===== src/rtl/undertale_pkg.sv =====
// rtl/undertale_pkg.sv - shared colour, field-slice and FSM definitions for the bullet/heart blocks
package undertale_pkg;

  localparam logic [2:0] COLOR_WHITE = 3'b000;
  localparam logic [2:0] COLOR_GREEN = 3'b001;
  localparam logic [2:0] COLOR_BLUE  = 3'b010;

  // position packs {x, y}; size packs {w, h}
  localparam int POS_X_MSB  = 15;
  localparam int POS_X_LSB  = 8;
  localparam int POS_Y_MSB  = 7;
  localparam int POS_Y_LSB  = 0;
  localparam int SIZE_W_MSB = 15;
  localparam int SIZE_W_LSB = 8;
  localparam int SIZE_H_MSB = 7;
  localparam int SIZE_H_LSB = 0;

  typedef enum logic [1:0] {
    ST_IDLE  = 2'd0,
    ST_CHK1  = 2'd1,
    ST_CHK2  = 2'd2,
    ST_APPLY = 2'd3
  } judge_state_t;

  typedef struct packed {
    logic [15:0] pos;
    logic [15:0] size;
    logic [2:0]  color;
    logic        render;
  } bullet_t;

  // Blue only hurts a moving heart; reserved colours are harmless.
  function automatic logic hit_qualifies(input logic [2:0] color, input logic moving);
    case (color)
      COLOR_WHITE, COLOR_GREEN: hit_qualifies = 1'b1;
      COLOR_BLUE:               hit_qualifies = moving;
      default:                  hit_qualifies = 1'b0;
    endcase
  endfunction

  function automatic logic is_damaging(input logic [2:0] color);
    is_damaging = (color == COLOR_WHITE) || (color == COLOR_BLUE);
  endfunction

endpackage


===== src/rtl/aabb_overlap.sv =====
// rtl/aabb_overlap.sv - strict axis-aligned box overlap test, combinational
module aabb_overlap
  import undertale_pkg::*;
(
  input  logic [15:0] a_pos,
  input  logic [15:0] a_size,
  input  logic [15:0] b_pos,
  input  logic [15:0] b_size,
  output logic        overlap
);

  logic [7:0] ax, ay, aw, ah, bx, by, bw, bh;
  logic [8:0] a_x_end, a_y_end, b_x_end, b_y_end;
  logic       nonzero;

  assign ax = a_pos[POS_X_MSB:POS_X_LSB];
  assign ay = a_pos[POS_Y_MSB:POS_Y_LSB];
  assign aw = a_size[SIZE_W_MSB:SIZE_W_LSB];
  assign ah = a_size[SIZE_H_MSB:SIZE_H_LSB];
  assign bx = b_pos[POS_X_MSB:POS_X_LSB];
  assign by = b_pos[POS_Y_MSB:POS_Y_LSB];
  assign bw = b_size[SIZE_W_MSB:SIZE_W_LSB];
  assign bh = b_size[SIZE_H_MSB:SIZE_H_LSB];

  // 9-bit far edges so a box near 255 never wraps back to the origin
  assign a_x_end = {1'b0, ax} + {1'b0, aw};
  assign a_y_end = {1'b0, ay} + {1'b0, ah};
  assign b_x_end = {1'b0, bx} + {1'b0, bw};
  assign b_y_end = {1'b0, by} + {1'b0, bh};

  assign nonzero = (aw != 8'd0) && (ah != 8'd0) && (bw != 8'd0) && (bh != 8'd0);

  assign overlap = nonzero
                && ({1'b0, ax} < b_x_end) && ({1'b0, bx} < a_x_end)
                && ({1'b0, ay} < b_y_end) && ({1'b0, by} < a_y_end);

endmodule


===== src/rtl/hit_judge.sv =====
// rtl/hit_judge.sv - per-frame heart/bullet collision referee and HP keeper
module hit_judge
  import undertale_pkg::*;
#(
  parameter int HP_MAX     = 20,
  parameter int DAMAGE     = 4,
  parameter int HEAL       = 1,
  parameter int INV_FRAMES = 30
) (
  input  logic        clk,
  input  logic        rst_n,
  input  logic        frameTick,
  input  logic        isRun,
  input  logic [15:0] heartPos,
  input  logic [15:0] heartSize,
  input  logic        heartMoving,
  input  logic [15:0] position1,
  input  logic [15:0] size1,
  input  logic [2:0]  color1,
  input  logic        isRender1,
  input  logic [15:0] position2,
  input  logic [15:0] size2,
  input  logic [2:0]  color2,
  input  logic        isRender2,
  output logic        isCollide,
  output logic [1:0]  hitMask,
  output logic [7:0]  hp,
  output logic        invincible,
  output logic        isDead
);

  localparam logic [7:0] HP_MAX_L = 8'(HP_MAX);
  localparam logic [7:0] DAMAGE_L = 8'(DAMAGE);
  localparam logic [8:0] HEAL_L   = 9'(HEAL);
  localparam logic [7:0] INV_L    = 8'(INV_FRAMES);

  judge_state_t state_q, state_d;
  bullet_t      b1_q, b1_d, b2_q, b2_d;
  logic [15:0]  heart_pos_q, heart_pos_d, heart_size_q, heart_size_d;
  logic         moving_q, moving_d;
  logic         hit1_q, hit1_d, hit2_q, hit2_d;
  logic         dmg1_q, dmg1_d, dmg2_q, dmg2_d;
  logic [7:0]   hp_q, hp_d, inv_q, inv_d;
  logic         dead_q, dead_d, collide_q, collide_d;
  logic [1:0]   mask_q, mask_d;

  bullet_t      sel_b;
  logic         overlap, sel_hit, damaging;
  logic [8:0]   heal_sum;

  // One comparator, time-shared: CHK1 looks at bullet 1, CHK2 at bullet 2
  assign sel_b = (state_q == ST_CHK1) ? b1_q : b2_q;

  aabb_overlap u_aabb (
    .a_pos   (sel_b.pos),
    .a_size  (sel_b.size),
    .b_pos   (heart_pos_q),
    .b_size  (heart_size_q),
    .overlap (overlap)
  );

  assign sel_hit  = sel_b.render && overlap && hit_qualifies(sel_b.color, moving_q);
  assign damaging = dmg1_q || dmg2_q;
  assign heal_sum = {1'b0, hp_q} + HEAL_L;

  always_comb begin
    state_d      = state_q;
    b1_d         = b1_q;
    b2_d         = b2_q;
    heart_pos_d  = heart_pos_q;
    heart_size_d = heart_size_q;
    moving_d     = moving_q;
    hit1_d       = hit1_q;
    hit2_d       = hit2_q;
    dmg1_d       = dmg1_q;
    dmg2_d       = dmg2_q;
    hp_d         = hp_q;
    inv_d        = inv_q;
    dead_d       = dead_q;
    collide_d    = 1'b0;
    mask_d       = 2'b00;
    case (state_q)
      ST_IDLE: begin
        if (frameTick && isRun && !dead_q) begin
          b1_d         = '{pos: position1, size: size1, color: color1, render: isRender1};
          b2_d         = '{pos: position2, size: size2, color: color2, render: isRender2};
          heart_pos_d  = heartPos;
          heart_size_d = heartSize;
          moving_d     = heartMoving;
          state_d      = ST_CHK1;
        end
      end
      ST_CHK1: begin
        hit1_d  = sel_hit;
        dmg1_d  = sel_hit && is_damaging(sel_b.color);
        state_d = ST_CHK2;
      end
      ST_CHK2: begin
        hit2_d  = sel_hit;
        dmg2_d  = sel_hit && is_damaging(sel_b.color);
        state_d = ST_APPLY;
      end
      ST_APPLY: begin
        collide_d = hit1_q || hit2_q;
        mask_d    = {hit2_q, hit1_q};
        if (damaging && (inv_q == 8'd0)) begin
          hp_d  = (hp_q > DAMAGE_L) ? (hp_q - DAMAGE_L) : 8'd0;
          inv_d = INV_L;
        end else if (inv_q != 8'd0) begin
          inv_d = inv_q - 8'd1;
        end
        // Green heals even through invincibility, but never alongside damage
        if (!damaging && (hit1_q || hit2_q)) begin
          hp_d = (heal_sum > {1'b0, HP_MAX_L}) ? HP_MAX_L : heal_sum[7:0];
        end
        dead_d  = (hp_d == 8'd0);
        state_d = ST_IDLE;
      end
      default: state_d = ST_IDLE;
    endcase
  end

  always_ff @(posedge clk or negedge rst_n) begin
    if (!rst_n) begin
      state_q      <= ST_IDLE;
      b1_q         <= '0;
      b2_q         <= '0;
      heart_pos_q  <= '0;
      heart_size_q <= '0;
      moving_q     <= 1'b0;
      hit1_q       <= 1'b0;
      hit2_q       <= 1'b0;
      dmg1_q       <= 1'b0;
      dmg2_q       <= 1'b0;
      hp_q         <= HP_MAX_L;
      inv_q        <= 8'd0;
      dead_q       <= 1'b0;
      collide_q    <= 1'b0;
      mask_q       <= 2'b00;
    end else begin
      state_q      <= state_d;
      b1_q         <= b1_d;
      b2_q         <= b2_d;
      heart_pos_q  <= heart_pos_d;
      heart_size_q <= heart_size_d;
      moving_q     <= moving_d;
      hit1_q       <= hit1_d;
      hit2_q       <= hit2_d;
      dmg1_q       <= dmg1_d;
      dmg2_q       <= dmg2_d;
      hp_q         <= hp_d;
      inv_q        <= inv_d;
      dead_q       <= dead_d;
      collide_q    <= collide_d;
      mask_q       <= mask_d;
    end
  end

  assign isCollide  = collide_q;
  assign hitMask    = mask_q;
  assign hp         = hp_q;
  assign invincible = (inv_q != 8'd0);
  assign isDead     = dead_q;

endmodule


===== config.mk =====
export PLATFORM = sky130hd
export DESIGN_NAME = hit_judge
export DESIGN_NICKNAME = d
export VERILOG_FILES = /design/src/rtl/undertale_pkg.sv /design/src/rtl/aabb_overlap.sv /design/src/rtl/hit_judge.sv
export SDC_FILE = /design/constraint.sdc
export NUM_CORES = 1
export LEC_CHECK = 0
export ABC_AREA = 1
export BUFFER_PORTS_ARGS = -buffer_cell sky130_fd_sc_hd__buf_2
export CORE_ASPECT_RATIO = 1.25
export CORE_UTILIZATION = 50
export CTS_BUF_LIST = sky130_fd_sc_hd__clkbuf_2
export CTS_CLUSTER_DIAMETER = 40
export DETAILED_ROUTE_END_ITERATION = 10
export PLACE_DENSITY_LB_ADDON = 0.05
export SLEW_MARGIN = 10
export SYNTH_ARGS = -nofsm -noshare
export SYNTH_HDL_FRONTEND = slang
export SYNTH_SLANG_ARGS = --single-unit

===== constraint.sdc =====
create_clock -name clk -period 3.59 [get_ports clk]
set_input_delay 0.718 -clock clk [delete_from_list [all_inputs] [get_ports clk]]
set_output_delay 0.718 -clock clk [all_outputs]
set_load 0.03 [all_outputs]

Yosys cells after proc, flatten, opt, wreduce, memory -nomap -nowiden
Cells that the tools add are included.

Add/sub/neg operators: 7. $lt $le $gt $ge: 6. Eq/ne operators: 6. Mux-type cells: 13. Reduce and logical (&&, ||, !) cells: 32.

Operators by type and width (count): $mux W8 (7); $reduce_bool A8 Y1 (5); $add A8 B8 Y9 (4); $lt A8 B9 Y1 (4); $mux W36 (1); $logic_not A8 Y1 (2); $logic_and A1 B1 Y1 (14); $add A8 B1 Y9 const B (1); $gt A9 B5 Y1 const B (1); $gt A8 B3 Y1 const B (1); $pmux W2 S4 (1); $sub A8 B1 Y8 const B (1); $sub A8 B3 Y8 const B (1); $eq A2 B2 Y1 const B (2); $mux W2 (2); $reduce_and A2 Y1 (2); $eq A3 B1 Y1 const B (1); $eq A3 B2 Y1 const B (1); $logic_not A3 Y1 (1); $logic_or A1 B1 Y1 (3); $eq A2 B1 Y1 const B (1); $logic_not A1 Y1 (2); $logic_not A2 Y1 (1); $ne A2 B2 Y1 const B (1); 4 further kinds (4).

Register bits after elaboration: 131. Bits of input ports: 109. Logic and storage cells: 85.

Longest topological paths before layout
Depth after elaboration: 13. Depth in mapped cells: 26.

Modules after synthesis
A second synthesis with hierarchy kept.

Cells, all modules: 889. Area, all modules: 8124.0 µm².

Modules (own cells, without submodules): hit_judge (times used 1, cells each 575, area each 6077.1 µm², seq. area each 3280.6 µm²); aabb_overlap (times used 1, cells each 314, area each 2047.0 µm², seq. area each 0.0 µm²).

Least setup slack after synthesis
No wires, ideal clock.

Path kind: register to register. Start: register state_q[1]. End: register hit1_q. Setup time: 0.066 ns. Data arrival time: 3.357 ns. Data required time: 3.524 ns. Path slack: 0.168 ns. Stages on the path, launching flop included: 22. Cells stage by stage: dfrtp_1 inv_1 ha_1 buf_4 buf_6 o21ai_0 inv_1 fa_1 o21ai_0 nand2_1 nand2_1 a21oi_1 xor2_1 ha_1 a21o_1 nand4_1 nand2_1 nor2_1 nand2_1 nor2_2 nand3_1 nand2_1.

Longest elaborated chain between the ends: 12. Elaborated cells on any way between the ends: 24. Classes of those cells: 2 x add/sub; 4 x order compare; 3 x eq/ne; 2 x mux; 13 x reduce/logical.

RTL lines: start: declaration (RTL line hit_judge.sv:37) `judge_state_t state_q, state_d;`; start signal: assignment (RTL line hit_judge.sv:141) `state_q <= state_d;`; $eq A2 B1 Y1 (*) (RTL line hit_judge.sv:52, hit_judge.sv:82); branches (longest 11 deep; another with $add A8 B8 Y9); end signal: assignment (RTL line hit_judge.sv:147) `hit1_q <= hit1_d;`; end: declaration (RTL line hit_judge.sv:41) `logic hit1_q, hit1_d, hit2_q, hit2_d;`.

Mark *: on every way between the ends. A chain may end at the register's enable or synchronous reset.

Worst setup path in the final report
Ends and elaborated chain as after synthesis.

==> impl.org <==
** Finish
- Fill cell instance count of the final layout :: between 1000 and 1500
- From synthesis to final layout, the design area changed by 17.8%.
- Total number of nets in the final design :: about 1300
- Layout cells sized above 1 :: 0.251
- Leaving out fill and tap cells, the most frequent cell in the layout is sky130_fd_sc_hd__nand2_1.
- Leading cell types in the layout, fill and taps excluded :: sky130_fd_sc_hd__nand2_1 (234), sky130_fd_sc_hd__dfrtp_1 (129), sky130_fd_sc_hd__buf_2 (120)
- At the end of the flow the core is filled with cells to 0.605.
- Final cell area excluding filler cells :: between 9000 and 10000 um2

** Clocking
- Clock root buffer master :: sky130_fd_sc_hd__clkbuf_2
- At the later pin of the worst-skew pair, clock insertion delay measures around 0.74 ns.
- # clock sinks :: 131
- Clock Tree Buf Depth :: 2
- Counting the buffers created by CTS gives 17.
- The H-tree generated during clock tree synthesis spans 4 levels.
- TritonCTS clock tree :: built
- Clock-pin slew was measured on the worst setup and hold paths at around 0.21 ns.

** Timing
- Worst Slack Setup Final :: a little over 0.2 ns
- The hold violation count in the final report is 0.
- Post-route fraction of the period consumed by the critical path :: 0.942
- Post-Route Skew :: 0.0306 ns
- The worst path needs 3.38 ns of the cycle, external delays included.
- Tightest slew margin relative to the limit :: 0.548
- Highest achievable clock rate :: a little under 300 MHz
- Setup total negative slack :: 0 ns
- Max Slew Vio Count :: 0
- Transition time of the tightest slew-check pin :: between 0.6 and 0.7 ns
- Setup violations, final :: 0

** Die
- The region available for standard cell placement spans approximately 16000 um2.
- I/O pins :: between 100 and 150
- Horizontal die dimension :: around 120 um
- Number of core rows :: 51
- The initial utilization of the core area, before any placement, comes to 0.513.
- Height of the die :: approximately 140 um
- The floorplan step defined a die boundary enclosing between 15000 and 20000 um2.

** Detailed routing
- 1st-pass router iterations :: 5
- Vias per std cell :: 5.00
- Final antenna-violating net count :: 0
- Detail-routed net length per standard cell :: about 14 um
- In the routed design, unresolved DRC markers number 0.
- Total routed wirelength :: between 15000 and 20000 um
- Number of vias after detailed routing :: around 6600
- After the first detailed-routing iteration, the DRC count stood at roughly 320.

** Outcome
- The flow ran to the end, and the final reports show no timing, DRC or antenna violations.

** Logic synthesis
- Dominant combinational cell family by area after synthesis :: simple AND/OR/NAND/NOR gates
- Of the total synthesized cell area, the portion taken by XOR and XNOR cells is 0.0284.
- Of the total synthesized cell area, the portion taken by AND, OR, NAND and NOR gates is 0.190.
- Synthesis inferred 131 register bits.
- Measured against the total synthesized area, the mux share comes to 0.104.
- The synthesized netlist occupies a cell area of ~8000 um2.
- Compound-Gate Fraction of Synth Area :: 0.0776
- Sequential area share after synthesis :: 0.409
- Each instance of the synthesized netlist takes up on average roughly 8.5 um2.
- Post-Syn Instances :: roughly 950
- Synthesis produced a netlist with a net count of 1134.
- Library cells used by synthesis :: 31
- Fraction of the mapped netlist area in adder cells :: 0.122
- YS warnings :: 0

** Placed design
- Summing all placed instances gives a cell area of about 9000 um2.
- Post-placement setup slack :: -0.0498 ns
- Routability-driven placement finished with a final weighted congestion of about 0.8.
- Count of input and output buffers :: between 100 and 150
- Detailed placement finished with a half-perimeter wire length of ~14000 um.

** GRT
- Leftover overflow at the end of global routing :: 0
- Overall global routing resource usage :: 0.237
- The initial antenna violation count is 1.
- The via count of the first global-routing pass is around 6300.
- The first global-routing pass estimated around 30000 um of wire.
- Largest net degree at the start of global routing :: 62

** Worst setup path
- For the worst setup path, the data arrival time is ~4.1 ns.
- In this run the worst path has a maximum fanout of 7.
- Data on the critical path is required at its endpoint by 4.26 ns.
- The critical path is of the reg -> reg type.
- The worst setup path is launched from a register.
- Flop-to-flop setup slack :: approximately 0.21 ns
- Critical Path End Type :: register

** Min path
- Type of the most critical hold path :: in -> reg

** Run
- Maximum capacitance violations :: 0
==> routing by layer <==
| metal | vias to the layer above | part of all wire | track usage |
|---|---|---|---|
| li1 | 3379 | - | - |
| met1 | 3105 | 0.44 | 0.302 |
| met2 | 115 | 0.51 | 0.409 |
| met3 | 30 | 0.027 | 0.0405 |
| met4 | 0 | 0.016 | 0.0684 |
| met5 | - | 0 | 0 |
==> cell families after synthesis <==
| logic type | count (synthesis) |
|---|---|
| XOR/XNOR | 26 |
| multiplexers | 74 |
| buffers and inverters | 143 |
| flip-flops | 131 |
| AO/OA/AOI/OAI | 120 |
| adder cells (fa/ha/maj) | 76 |
| AND/OR/NAND/NOR | 379 |
==> worst paths after layout <==
path                         startpoint         endpoint  cells after the start
max in group asynchronous         rst_n          b1_q[1]                      3
hold reg to reg                inv_q[7]         inv_q[7]                      1
setup / recovery             state_q[1]           hit1_q                     22
min in group asynchronous         rst_n            hp[5]                      2
setup reg to reg             state_q[1]           hit1_q                     22
hold / removal             heartPos[13]  heart_pos_q[13]                      2
==> worst max-delay path, stage by stage, from the launching register on <==
cell,delay [ns]
sky130_fd_sc_hd__dfrtp_1,0.46
sky130_fd_sc_hd__inv_2,0.09
sky130_fd_sc_hd__ha_4,0.27
sky130_fd_sc_hd__buf_6,0.15
sky130_fd_sc_hd__o21ai_0,0.13
sky130_fd_sc_hd__inv_1,0.09
sky130_fd_sc_hd__ha_1,0.16
sky130_fd_sc_hd__inv_1,0.05
sky130_fd_sc_hd__fa_2,0.35
sky130_fd_sc_hd__o21ai_2,0.14
sky130_fd_sc_hd__nand2_1,0.06
sky130_fd_sc_hd__nand2_1,0.06
sky130_fd_sc_hd__a21oi_1,0.07
sky130_fd_sc_hd__xor2_1,0.15
sky130_fd_sc_hd__ha_1,0.29
sky130_fd_sc_hd__a21o_1,0.16
sky130_fd_sc_hd__nand4_1,0.08
sky130_fd_sc_hd__nand2_1,0.06
sky130_fd_sc_hd__nor2_1,0.10
sky130_fd_sc_hd__nand2_1,0.09
sky130_fd_sc_hd__nor2_4,0.13
sky130_fd_sc_hd__nand3_1,0.10
sky130_fd_sc_hd__nand2_1,0.07
==> registers in the layout (all words and copies together) (netlist names) <==
register / cells
dmg2_q: 1
dmg1_q: 1
heart_pos_q: 16
heart_size_q: 16
b2_q: 36
hitMask: 2
b1_q: 36
hit2_q: 1
moving_q: 1
state_q: 2
isCollide: 1
hp: 8
hit1_q: 1
inv_q: 8
isDead: 1
==> layout make-up <==
type                       instances  area (um2)  share of cell area
timing repair buffer             157         966               0.102
inverter                         119         454              0.0480
clock buffer                      18        90.1             0.00952
antenna                            1        2.50            0.000265
sequential                       131        3280               0.347
clock inverter                    13         111              0.0118
multi-input combinational        675        4290               0.453
tap                              212         265              0.0280
==> timing repair <==
item | CTS | global route
hold buffers | 1 | 0
endpoints found under the setup margin | 4 | 4
setup buffers | 0 | 9
gates cloned | 0 | 2
endpoints found under the hold margin | 35 | 0
pin swaps | 0 | 7
gates resized for setup | 2 | 31
==> stage by stage <==
stage | hold WS, ns | std cells
6_report | 0.187 | 1326
5_1_grt | 0.116 | 1326
4_1_cts | 0.140 | 1314
3_5_place_dp | 0.465 | 1282
3_3_place_gp | 0.454 | 1282
2_1_floorplan | 0.422 | 949
==> Yosys cell counts, drive strengths merged <==
library cell,instances,area share
xnor2,14,0.015
nand3,43,0.027
buf,6,0.0048
o22ai,1,0.00078
nand2,237,0.11
nand3b,2,0.0019
a31oi,2,0.0016
fa,4,0.010
ha,72,0.11
nor2,78,0.037
dfstp,2,0.0065
clkbuf,18,0.0084
o21a,3,0.0028
mux2,74,0.10
dfrtp,129,0.40
nor3,5,0.0031
o21ai,45,0.028
nor3b,1,0.00094
a21o,2,0.0019
nand4,11,0.0086
o21bai,1,0.00094
nor4,2,0.0016
xor2,12,0.013
a21oi,66,0.042
inv,119,0.056
Power is not shown: default switching activity piles up to over one toggle a cycle in this logic, so the estimate is an artifact.
